## src/rtl/fpu_norm_pkg.sv

```systemverilog
`default_nettype none
// ============================================================================
// Module      : fpu_norm_pkg
// Description : Shared constants and record types for the FPU normalize
//               arbiter (requester 0 = add/sub, requester 1 = mul).
// Revision    : 1.0 - initial release
// ============================================================================
package fpu_norm_pkg;

   localparam int unsigned EXP_W  = 8;
   localparam int unsigned MANT_W = 28;
   localparam int unsigned TAG_W  = 4;
   localparam int unsigned CNT_W  = 16;
   localparam int unsigned N_REQ  = 2;

   localparam logic [EXP_W-1:0] EXP_MAX = 8'd255;

   // One unnormalized operand set as presented by a producer
   typedef struct packed {
      logic [EXP_W-1:0]  exp;
      logic              c_alu;
      logic [MANT_W-1:0] mant;
      logic [TAG_W-1:0]  tag;
   } norm_req_t;

   // One normalized result as held in the output stage
   typedef struct packed {
      logic              src;
      logic [TAG_W-1:0]  tag;
      logic [EXP_W-1:0]  exp;
      logic [MANT_W-1:0] mant;
      logic              overflow;
   } norm_res_t;

endpackage : fpu_norm_pkg
`default_nettype wire

```

## src/rtl/norm_rr_arbiter.sv

```systemverilog
`default_nettype none
// ============================================================================
// Module      : norm_rr_arbiter
// Description : Two-way round-robin arbiter. Owns the priority pointer, which
//               flips to the other requester only after a real transfer.
// Revision    : 1.0 - initial release
// ============================================================================
module norm_rr_arbiter
   import fpu_norm_pkg::*;
(
   input  logic             clk_i,
   input  logic             rst_ni,
   input  logic [N_REQ-1:0] valid_i,
   input  logic             can_load_i,
   input  logic             flush_i,
   output logic             grant_o,
   output logic [N_REQ-1:0] ready_o,
   output logic             xfer_o
);

   logic ptr_q;
   logic ptr_d;

   // Grant: a lone requester wins outright, a tie goes to the pointer
   always_comb begin
      grant_o = ptr_q;
      ptr_d   = ptr_q;
      ready_o = '0;
      case (valid_i)
         2'b01:   grant_o = 1'b0;
         2'b10:   grant_o = 1'b1;
         default: grant_o = ptr_q;
      endcase
      if (can_load_i && !flush_i) begin
         ready_o[grant_o] = 1'b1;
      end
      xfer_o = |(valid_i & ready_o);
      if (xfer_o) begin
         ptr_d = ~grant_o;
      end
   end

   // Pointer register; holds while nothing transfers so a stalled loser keeps priority
   always_ff @(posedge clk_i or negedge rst_ni) begin
      if (!rst_ni) begin
         ptr_q <= 1'b0;
      end else begin
         ptr_q <= ptr_d;
      end
   end

endmodule : norm_rr_arbiter
`default_nettype wire

```

## src/rtl/fpu_norm_arbiter.sv

```systemverilog
`default_nettype none
// ============================================================================
// Module      : fpu_norm_arbiter
// Description : Shares one normalize datapath (leading-zero count, left shift,
//               exponent subtract) between add/sub and mul producers, with a
//               one-entry valid/ready output stage and a saturating overflow
//               event counter.
// Revision    : 1.0 - initial release
// ============================================================================
module fpu_norm_arbiter #(
   parameter int unsigned EXP_W  = 8,
   parameter int unsigned MANT_W = 28,
   parameter int unsigned TAG_W  = 4,
   parameter int unsigned CNT_W  = 16
) (
   input  logic                i_clk,
   input  logic                i_rst_n,
   input  logic                i_flush,
   input  logic [1:0]          i_req_valid,
   output logic [1:0]          o_req_ready,
   input  logic [2*EXP_W-1:0]  i_req_exp,
   input  logic [1:0]          i_req_c_alu,
   input  logic [2*MANT_W-1:0] i_req_mant,
   input  logic [2*TAG_W-1:0]  i_req_tag,
   output logic                o_valid,
   input  logic                i_ready,
   output logic                o_src,
   output logic [TAG_W-1:0]    o_tag,
   output logic [EXP_W-1:0]    o_exp,
   output logic [MANT_W-1:0]   o_mant,
   output logic                o_overflow,
   output logic [CNT_W-1:0]    o_ovf_count
);
   import fpu_norm_pkg::N_REQ;

   localparam int unsigned LZ_W = $clog2(MANT_W + 1);

   logic              w_can_load;
   logic              w_grant;
   logic [N_REQ-1:0]  w_ready;
   logic              w_xfer;

   logic [EXP_W-1:0]  w_exp_in;
   logic              w_c_in;
   logic [MANT_W-1:0] w_mant_in;
   logic [TAG_W-1:0]  w_tag_in;
   logic [LZ_W-1:0]   w_lz;
   logic [EXP_W-1:0]  w_exp_n;
   logic [MANT_W-1:0] w_mant_n;
   logic              w_ovf_n;

   logic              valid_q;
   logic              src_q;
   logic [TAG_W-1:0]  tag_q;
   logic [EXP_W-1:0]  exp_q;
   logic [MANT_W-1:0] mant_q;
   logic              ovf_q;
   logic [CNT_W-1:0]  cnt_q;

   assign w_can_load  = !valid_q || i_ready;
   assign o_req_ready = w_ready;

   norm_rr_arbiter u_arb (
      .clk_i      (i_clk),
      .rst_ni     (i_rst_n),
      .valid_i    (i_req_valid),
      .can_load_i (w_can_load),
      .flush_i    (i_flush),
      .grant_o    (w_grant),
      .ready_o    (w_ready),
      .xfer_o     (w_xfer)
   );

   // Route the winner's operands into the single shared normalizer
   always_comb begin
      w_exp_in  = w_grant ? i_req_exp[EXP_W +: EXP_W]    : i_req_exp[0 +: EXP_W];
      w_c_in    = w_grant ? i_req_c_alu[1]               : i_req_c_alu[0];
      w_mant_in = w_grant ? i_req_mant[MANT_W +: MANT_W] : i_req_mant[0 +: MANT_W];
      w_tag_in  = w_grant ? i_req_tag[TAG_W +: TAG_W]    : i_req_tag[0 +: TAG_W];
   end

   // Normalize: carry forces the saturated exponent, otherwise shift out leading zeros
   always_comb begin
      w_lz = LZ_W'(MANT_W);
      for (int i = 0; i < MANT_W; i++) begin
         if (w_mant_in[i]) begin
            w_lz = LZ_W'(MANT_W - 1 - i);
         end
      end
      if (w_c_in) begin
         w_exp_n  = '1;
         w_mant_n = w_mant_in;
         w_ovf_n  = 1'b1;
      end else begin
         w_exp_n  = w_exp_in - EXP_W'(w_lz);
         w_mant_n = w_mant_in << w_lz;
         w_ovf_n  = &w_exp_n;
      end
   end

   // Output stage: load on transfer, drain on handshake, flush drops the entry
   always_ff @(posedge i_clk or negedge i_rst_n) begin
      if (!i_rst_n) begin
         valid_q <= 1'b0;
         src_q   <= 1'b0;
         tag_q   <= '0;
         exp_q   <= '0;
         mant_q  <= '0;
         ovf_q   <= 1'b0;
      end else if (i_flush) begin
         valid_q <= 1'b0;
      end else if (w_xfer) begin
         valid_q <= 1'b1;
         src_q   <= w_grant;
         tag_q   <= w_tag_in;
         exp_q   <= w_exp_n;
         mant_q  <= w_mant_n;
         ovf_q   <= w_ovf_n;
      end else if (valid_q && i_ready) begin
         valid_q <= 1'b0;
      end
   end

   // Count overflowed results as they leave; stick at all ones
   always_ff @(posedge i_clk or negedge i_rst_n) begin
      if (!i_rst_n) begin
         cnt_q <= '0;
      end else if (valid_q && i_ready && ovf_q && !(&cnt_q)) begin
         cnt_q <= cnt_q + 1'b1;
      end
   end

   assign o_valid     = valid_q;
   assign o_src       = src_q;
   assign o_tag       = tag_q;
   assign o_exp       = exp_q;
   assign o_mant      = mant_q;
   assign o_overflow  = ovf_q;
   assign o_ovf_count = cnt_q;

endmodule : fpu_norm_arbiter
`default_nettype wire
```

## config.mk

```make
export PLATFORM = sky130hd
export DESIGN_NAME = fpu_norm_arbiter
export DESIGN_NICKNAME = d
export VERILOG_FILES = /design/src/rtl/fpu_norm_pkg.sv /design/src/rtl/norm_rr_arbiter.sv /design/src/rtl/fpu_norm_arbiter.sv
export SDC_FILE = /design/constraint.sdc
export NUM_CORES = 1
export LEC_CHECK = 0
export CORE_ASPECT_RATIO = 1.5
export CORE_MARGIN = 2
export CORE_UTILIZATION = 49
export DETAILED_ROUTE_END_ITERATION = 10
export MAX_ROUTING_LAYER = met4
export PLACE_DENSITY = 0.82
export SLEW_MARGIN = 20
export SYNTH_ARGS = -nofsm -noshare
export SYNTH_HDL_FRONTEND = slang
export SYNTH_SLANG_ARGS = --single-unit
```

## constraint.sdc

```tcl
create_clock -name i_clk -period 5.4 [get_ports i_clk]
set_input_delay 1.62 -clock i_clk [delete_from_list [all_inputs] [get_ports i_clk]]
set_output_delay 1.62 -clock i_clk [all_outputs]
set_load 0.005 [all_outputs]
```

---- Yosys cells after proc, flatten, opt, wreduce, memory -nomap -nowiden ----
Index checks and enable logic that the tools add are counted.
word-level totals
  register bits ........................... 60
  input bits .............................. 88
  output and inout bits ................... 61
  logic and storage cells ................. 74
operators by class
  add/subtract/negate cells ............... 2
  magnitude comparators ................... 2
  eq/ne operators ......................... 2
  shift operators ......................... 1
  mux-type cells .......................... 42
  bitwise operators ....................... 3
  reductions and logical operators ........ 14
operators with widths
  operator                                                     count
  two-way mux 5 bit                                            26
  two-way mux 28 bit                                           2
  << shifter 28 x 5 -> 28 bit                                  1
  adder 16 x 1 -> 16 bit (second input constant)               1
  two-way mux 8 bit                                            2
  AND reduction 16 bit                                         1
  AND reduction 8 bit                                          1
  subtractor 8 x 5 -> 8 bit                                    1
  two-way mux 1 bit                                            6
  two-way mux 3 bit                                            2
  logical AND 1 bit                                            5
  two-way mux 4 bit                                            1
  logical NOT 1 bit                                            3
  nonzero test 3 bit                                           1
  AND 2 bit                                                    1
  equality test 2 x 1 -> 1 bit (second input constant)         1
  equality test 2 bit (second input constant)                  1
  less-than comparator 1 x 2 -> 1 bit (second input constant)  1
  two-way mux 2 bit                                            1
  inverter 1 bit                                               2
  one-hot mux 1 bit (2 select lines)                           1
  AND reduction 2 bit                                          1
  OR reduction 2 bit                                           1
  demux 1 bit (select 1 bit)                                   1
  2 further kinds                                              2

---- Longest topological paths before layout ----
  depth after elaboration ................. 34
  mapped depth ............................ 21

---- By module ----
Synthesis repeated with hierarchy kept, for this count alone.
unflattened totals
  cell total of the unflattened synthesis .. 640
  area total of the unflattened synthesis .. 5509.0 um2
by module, submodules not included
  module            times used  cells each  area an instance (um2)  seq. area each (um2)
  fpu_norm_arbiter  1           625         5371.4                  1476.4
  norm_rr_arbiter   1           15          137.6                   25.0

---- Least setup slack after synthesis ----
Ideal clock, no wire load.
  path type ............................... input to register
  start ................................... in i_req_valid[0]
  end ..................................... reg ovf_q (netlist: o_overflow)
  setup time .............................. 0.065 ns
  data arrival time ....................... 5.484 ns
  required time ........................... 5.335 ns
  slack ................................... -0.150 ns
  stages on the path ...................... 20
  path through ............................ inv_1 ha_1 mux2i_4 buf_6 buf_6 buf_2 buf_2 clkbuf_1 mux2i_1 ha_1 inv_1 fa_1 a21o_1 a21oi_1 nor2b_1 nor3b_1 xnor2_1 nand3_1 o21ai_0 a22o_1
between the ends
  word-level cells in the longest chain between the ends .. 34
  elaborated cells on any way between the ends .. 46
RTL lines
  item                                                                 line                     RTL
  start: declaration                                                   fpu_norm_arbiter.sv:19   input logic [1:0] i_req_valid,
  equality test 2 bit or equality test 2 x 1 -> 1 bit (tied branches)  norm_rr_arbiter.sv:29    case (valid_i)
  one-hot mux 1 bit (2 select lines)                                   norm_rr_arbiter.sv:29
  two-way mux 28 bit                                                   fpu_norm_arbiter.sv:78   w_mant_in = w_grant ? i_req_mant[MANT_W +: MANT_W] : i_req_mant[0 +: MANT_W];
  two-way mux 3 bit (2 in a row)                                       fpu_norm_arbiter.sv:86   if (w_mant_in[i]) begin
  two-way mux 5 bit (26 in a row)                                      fpu_norm_arbiter.sv:86
  subtractor 8 x 5 -> 8 bit                                            fpu_norm_arbiter.sv:95   w_exp_n = w_exp_in - EXP_W'(w_lz);
  AND reduction 8 bit                                                  fpu_norm_arbiter.sv:97   w_ovf_n = &w_exp_n;
  two-way mux 1 bit                                                    fpu_norm_arbiter.sv:90   if (w_c_in) begin
  end signal: assignment                                               fpu_norm_arbiter.sv:118  ovf_q <= w_ovf_n;
  end: declaration                                                     fpu_norm_arbiter.sv:57   logic ovf_q;
Parallel ways exist; a longest one is shown, timed or not.
A chain may end at the register's enable or synchronous reset.

---- Final worst setup path ----
Same ends and word-level chain as after synthesis.

==> metrics.md <==
| Metric | Value |
|---|---|
| Skew final | `0.00522 ns` |
| Die Y-Extent | `131 µm` |
| Worst reg-to-reg setup slack | `1.72 ns` |
| Clock sinks | `60` |
| DP Wirelength | `16.8 mm` |
| Post-Synth XOR/XNOR Area | `0.0333` |
| DIE WIDTH | `88.6 µm` |
| DRC errors left | `0` |
| Vias in the first global route | `6229` |
| Worst slack, placed | `-0.587 ns` |
| Post-synth EDFFs | `0` |
| Hold Path Depth | `1` |
| Mapped Avg Cell Area | `8.34 µm²` |
| Async SR Flop Fraction | `1.00` |
| GRT Overall Usage | `0.368` |
| VDD IR max | `186 µV` |
| Final Critical Period | `5.14 ns` |
| Clock buffer depth | `2` |
| Share of layout cells above drive strength 1 | `0.186` |
| Setup CP Type | `in2reg` |
| Cell Rows | `46` |
| Total wire length | `21.5 mm` |
| Synth unique cells | `73` |
| R2R depth | `17` |
| GR Overflow Total | `0` |
| Synth Instances | `631` |
| Hold Violations, Final | `0` |
| RSZ-0062 raised after global routing | `no` |
| Final setup viols | `0` |
| Most used DFF post-synth | `dfrtp_1` |
| Outcome | `complete, no violations` |
| Max-Cap Viols | `0` |
| Post-synthesis simple-gate area fraction | `0.211` |
| Post-synthesis compound-gate area fraction | `0.219` |
| Leakage | `3.45 nW` |
| DR vias | `6322` |
| Slew @ Worst Pin | `0.823 ns` |
| FMAX | `195 MHz` |
| Register area share after synthesis | `0.285` |
| Starting Density | `0.499` |
| Pins Over Slew Limit | `0` |
| Die ar. | `11600 µm²` |
| Setup crit start kind | `input port` |
| Antenna Violating Nets Remaining | `0` |
| Clk root buf | `clkbuf_16` |
| First-pass GRT wire length | `31.6 mm` |
| Core area | `10500 µm²` |
| Slew margin rel. | `0.451` |
| DRT Pass-1 Iters | `5` |
| Final Worst Setup Slack | `0.262 ns` |
| Clk slew on worst S/H paths | `0.05 ns` |
| Worst min path class | `reg2reg` |
| FF+latch count, synth | `60` |
| Mapped cell area | `5260 µm²` |
| Crit end category | `register` |
| CTS tree | `done` |
| YS warnings | `0` |
| Crit path DAT | `5.41 ns` |
| Clock insertion delay at the later pin of the skew report | `0.34 ns` |
| Final Wtd Congestion | `0.944` |
| Sum of negative setup slack | `0 ns` |
| P&R area growth vs syn | `51.6%` |
| Antenna Diode Count | `0` |
| Worst Path Max Fanout | `6` |
| Antenna violations before repair | `0` |
| Worst Path Required | `5.68 ns` |
| Num CTS Buffers | `9` |
| Synth Area in Adders | `0.0228` |
| Period utilization | `0.952` |
| Syn_nets | `728` |
| WL per Instance | `21.4 µm` |
| Cell Pwr Density | `435 nW/µm²` |
| Largest family of logic cells by synthesized area | `compound AO/OA/AOI/OAI gates` |
| DRT iter0 DRCs | `575` |
| Pin count of the biggest net entering global routing | `61` |
| Port bufs | `148` |
| H-tree depth | `3` |
| Drt via density | `6.30` |
| I/O pin count | `149` |
| Fin nets | `951` |
| Mux share of post-synthesis cell area | `0.185` |
-- critical path, cell delays in order --
cell	delay, ns
dlymetal6s2s_1	0.13
inv_1	0.10
ha_4	0.28
buf_4	0.11
mux2i_4	0.39
buf_6	0.19
mux2i_1	0.11
o311ai_2	0.14
nand2_1	0.17
o22ai_4	0.26
ha_2	0.21
inv_1	0.05
fa_2	0.36
a21o_1	0.18
a21oi_2	0.17
nor2b_1	0.08
nor3b_2	0.23
xnor2_1	0.18
nand3_1	0.11
o21ai_1	0.19
a22o_1	0.14
-- synthesized netlist by cell type, drive strengths merged, types with 2 or more instances --
master    n  area share
o221ai   16       0.027
mux2     15       0.033
xor2      7       0.012
a21oi    36       0.036
nor4      6      0.0071
a311oi    3      0.0050
inv      14       0.010
o311ai    2      0.0033
o21ai    28       0.027
dfrtp    60        0.29
nand2    70       0.050
nor3     16       0.017
a22o      2      0.0033
o2111ai   2      0.0033
nand4     8      0.0095
nand3    19       0.020
nor4b     4      0.0078
a31oi    15       0.019
o211ai    4      0.0057
o32a      3      0.0057
a21o      5      0.0071
and2      6      0.0071
buf      14       0.020
nor2b    10       0.012
a211o     2      0.0033
mux2i    77        0.15
o41ai     3      0.0050
clkbuf   19       0.014
nand2b    6      0.0071
o22ai     5      0.0071
nor3b     3      0.0043
ha        8       0.019
o31a      2      0.0033
a2bb2oi   2      0.0033
a221oi    4      0.0067
a2111oi   3      0.0062
nor2     85       0.061
o21a      8       0.011
o22a      5      0.0083
or4       3      0.0043
xnor2    13       0.022
a211oi    2      0.0029
o31ai     2      0.0029
-- flip-flops by register name, summed over array words and instances, names as in the netlist --
register     flops
o_exp            8
o_mant          28
o_overflow       1
o_ovf_count     16
o_src            1
o_tag            4
o_valid          1
u_arb.ptr_q      1
-- cells by family after synthesis --
group | count (synthesis)
buffers and inverters | 48
muxes | 92
AOI/OAI and AO/OA | 163
adders and majority gates | 9
and+or+nand+nor | 239
xor gates and xnor gates | 20
DFF | 60
-- layout by cell type, fill, tap and decap left out, types with 4 or more instances in the layout --
cell / n
clkdlybuf4s50_1: 144
buf_4: 89
nor2_1: 83
mux2i_1: 72
nand2_1: 70
dfrtp_1: 60
a21oi_1: 31
o21ai_0: 20
nand3_1: 17
o221ai_1: 16
inv_1: 14
nor3_1: 14
mux2_2: 13
a31oi_1: 13
xnor2_1: 12
nor2b_1: 10
clkbuf_16: 10
nand4_1: 8
o21a_1: 8
o21ai_1: 8
xor2_1: 7
nand2b_1: 6
nor4_1: 6
and2_1: 6
ha_1: 6
o22a_1: 5
a21o_1: 5
a21oi_2: 4
o211ai_1: 4
a221oi_1: 4
o22ai_1: 4
buf_12: 4
-- layer usage --
| layer | track usage | vias to the layer above | part of all wire |
|---|---|---|---|
| met3 | 0.0559 | 96 | 0.066 |
| met4 | 0.185 | 0 | 0.053 |
| met5 | - | - | 0 |
| li1 | - | 2802 | - |
| met1 | 0.394 | 3032 | 0.36 |
| met2 | 0.650 | 392 | 0.52 |
-- what timing repair did --
item,4_1_cts,5_1_grt
setup endpoints to repair,4,17
pin swaps,2,6
buffers inserted,4,3
hold endpoints to repair,0,0
gates resized for setup,12,13
cloned,0,1
hold buffers,0,0
-- worst paths after layout --
path / from / end
min reg2reg: o_mant[4] / o_mant[4]
min: o_mant[4] / o_mant[4]
min in group asynchronous: i_rst_n / o_valid
max: i_req_valid[0] / o_overflow
max reg2reg: u_arb.ptr_q / o_overflow
max in group asynchronous: i_rst_n / o_mant[6]
-- through the flow --
stage / util / cells / hold WS [ns] / area, µm² / power (mW)
6_report: 0.757 / 1003 / 0.487 / 7970 / 3.47
3_5_place_dp: 0.710 / 979 / 0.480 / 7480 / 2.72
2_1_floorplan: - / 631 / 0.474 / 5260 / 1.71
5_1_grt: 0.757 / 1003 / 0.495 / 7970 / 3.63
3_3_place_gp: 0.710 / 979 / 0.473 / 7480 / 2.67
4_1_cts: 0.747 / 999 / 0.492 / 7870 / 3.38
-- cell type report --
type                    instances  area [µm²]
multi-input cells             523        3630
fillers                       778        2560
repair buffers                245        2290
flip-flops and latches         60        1500
clock buffers                  10         229
well taps                     144         180
clock inverters                 6        88.8
inverters                      15        57.6
-- power by group --
group          total [mW]  leakage [nW]  internal (mW)  switching [mW]
clock network       0.627         0.149          0.404           0.223
registers           0.750         0.711          0.621           0.129
logic                2.09          2.59           1.07            1.02
total                3.47          3.45           2.10            1.37
No activity file was read; power rests on OpenSTA's default activity.
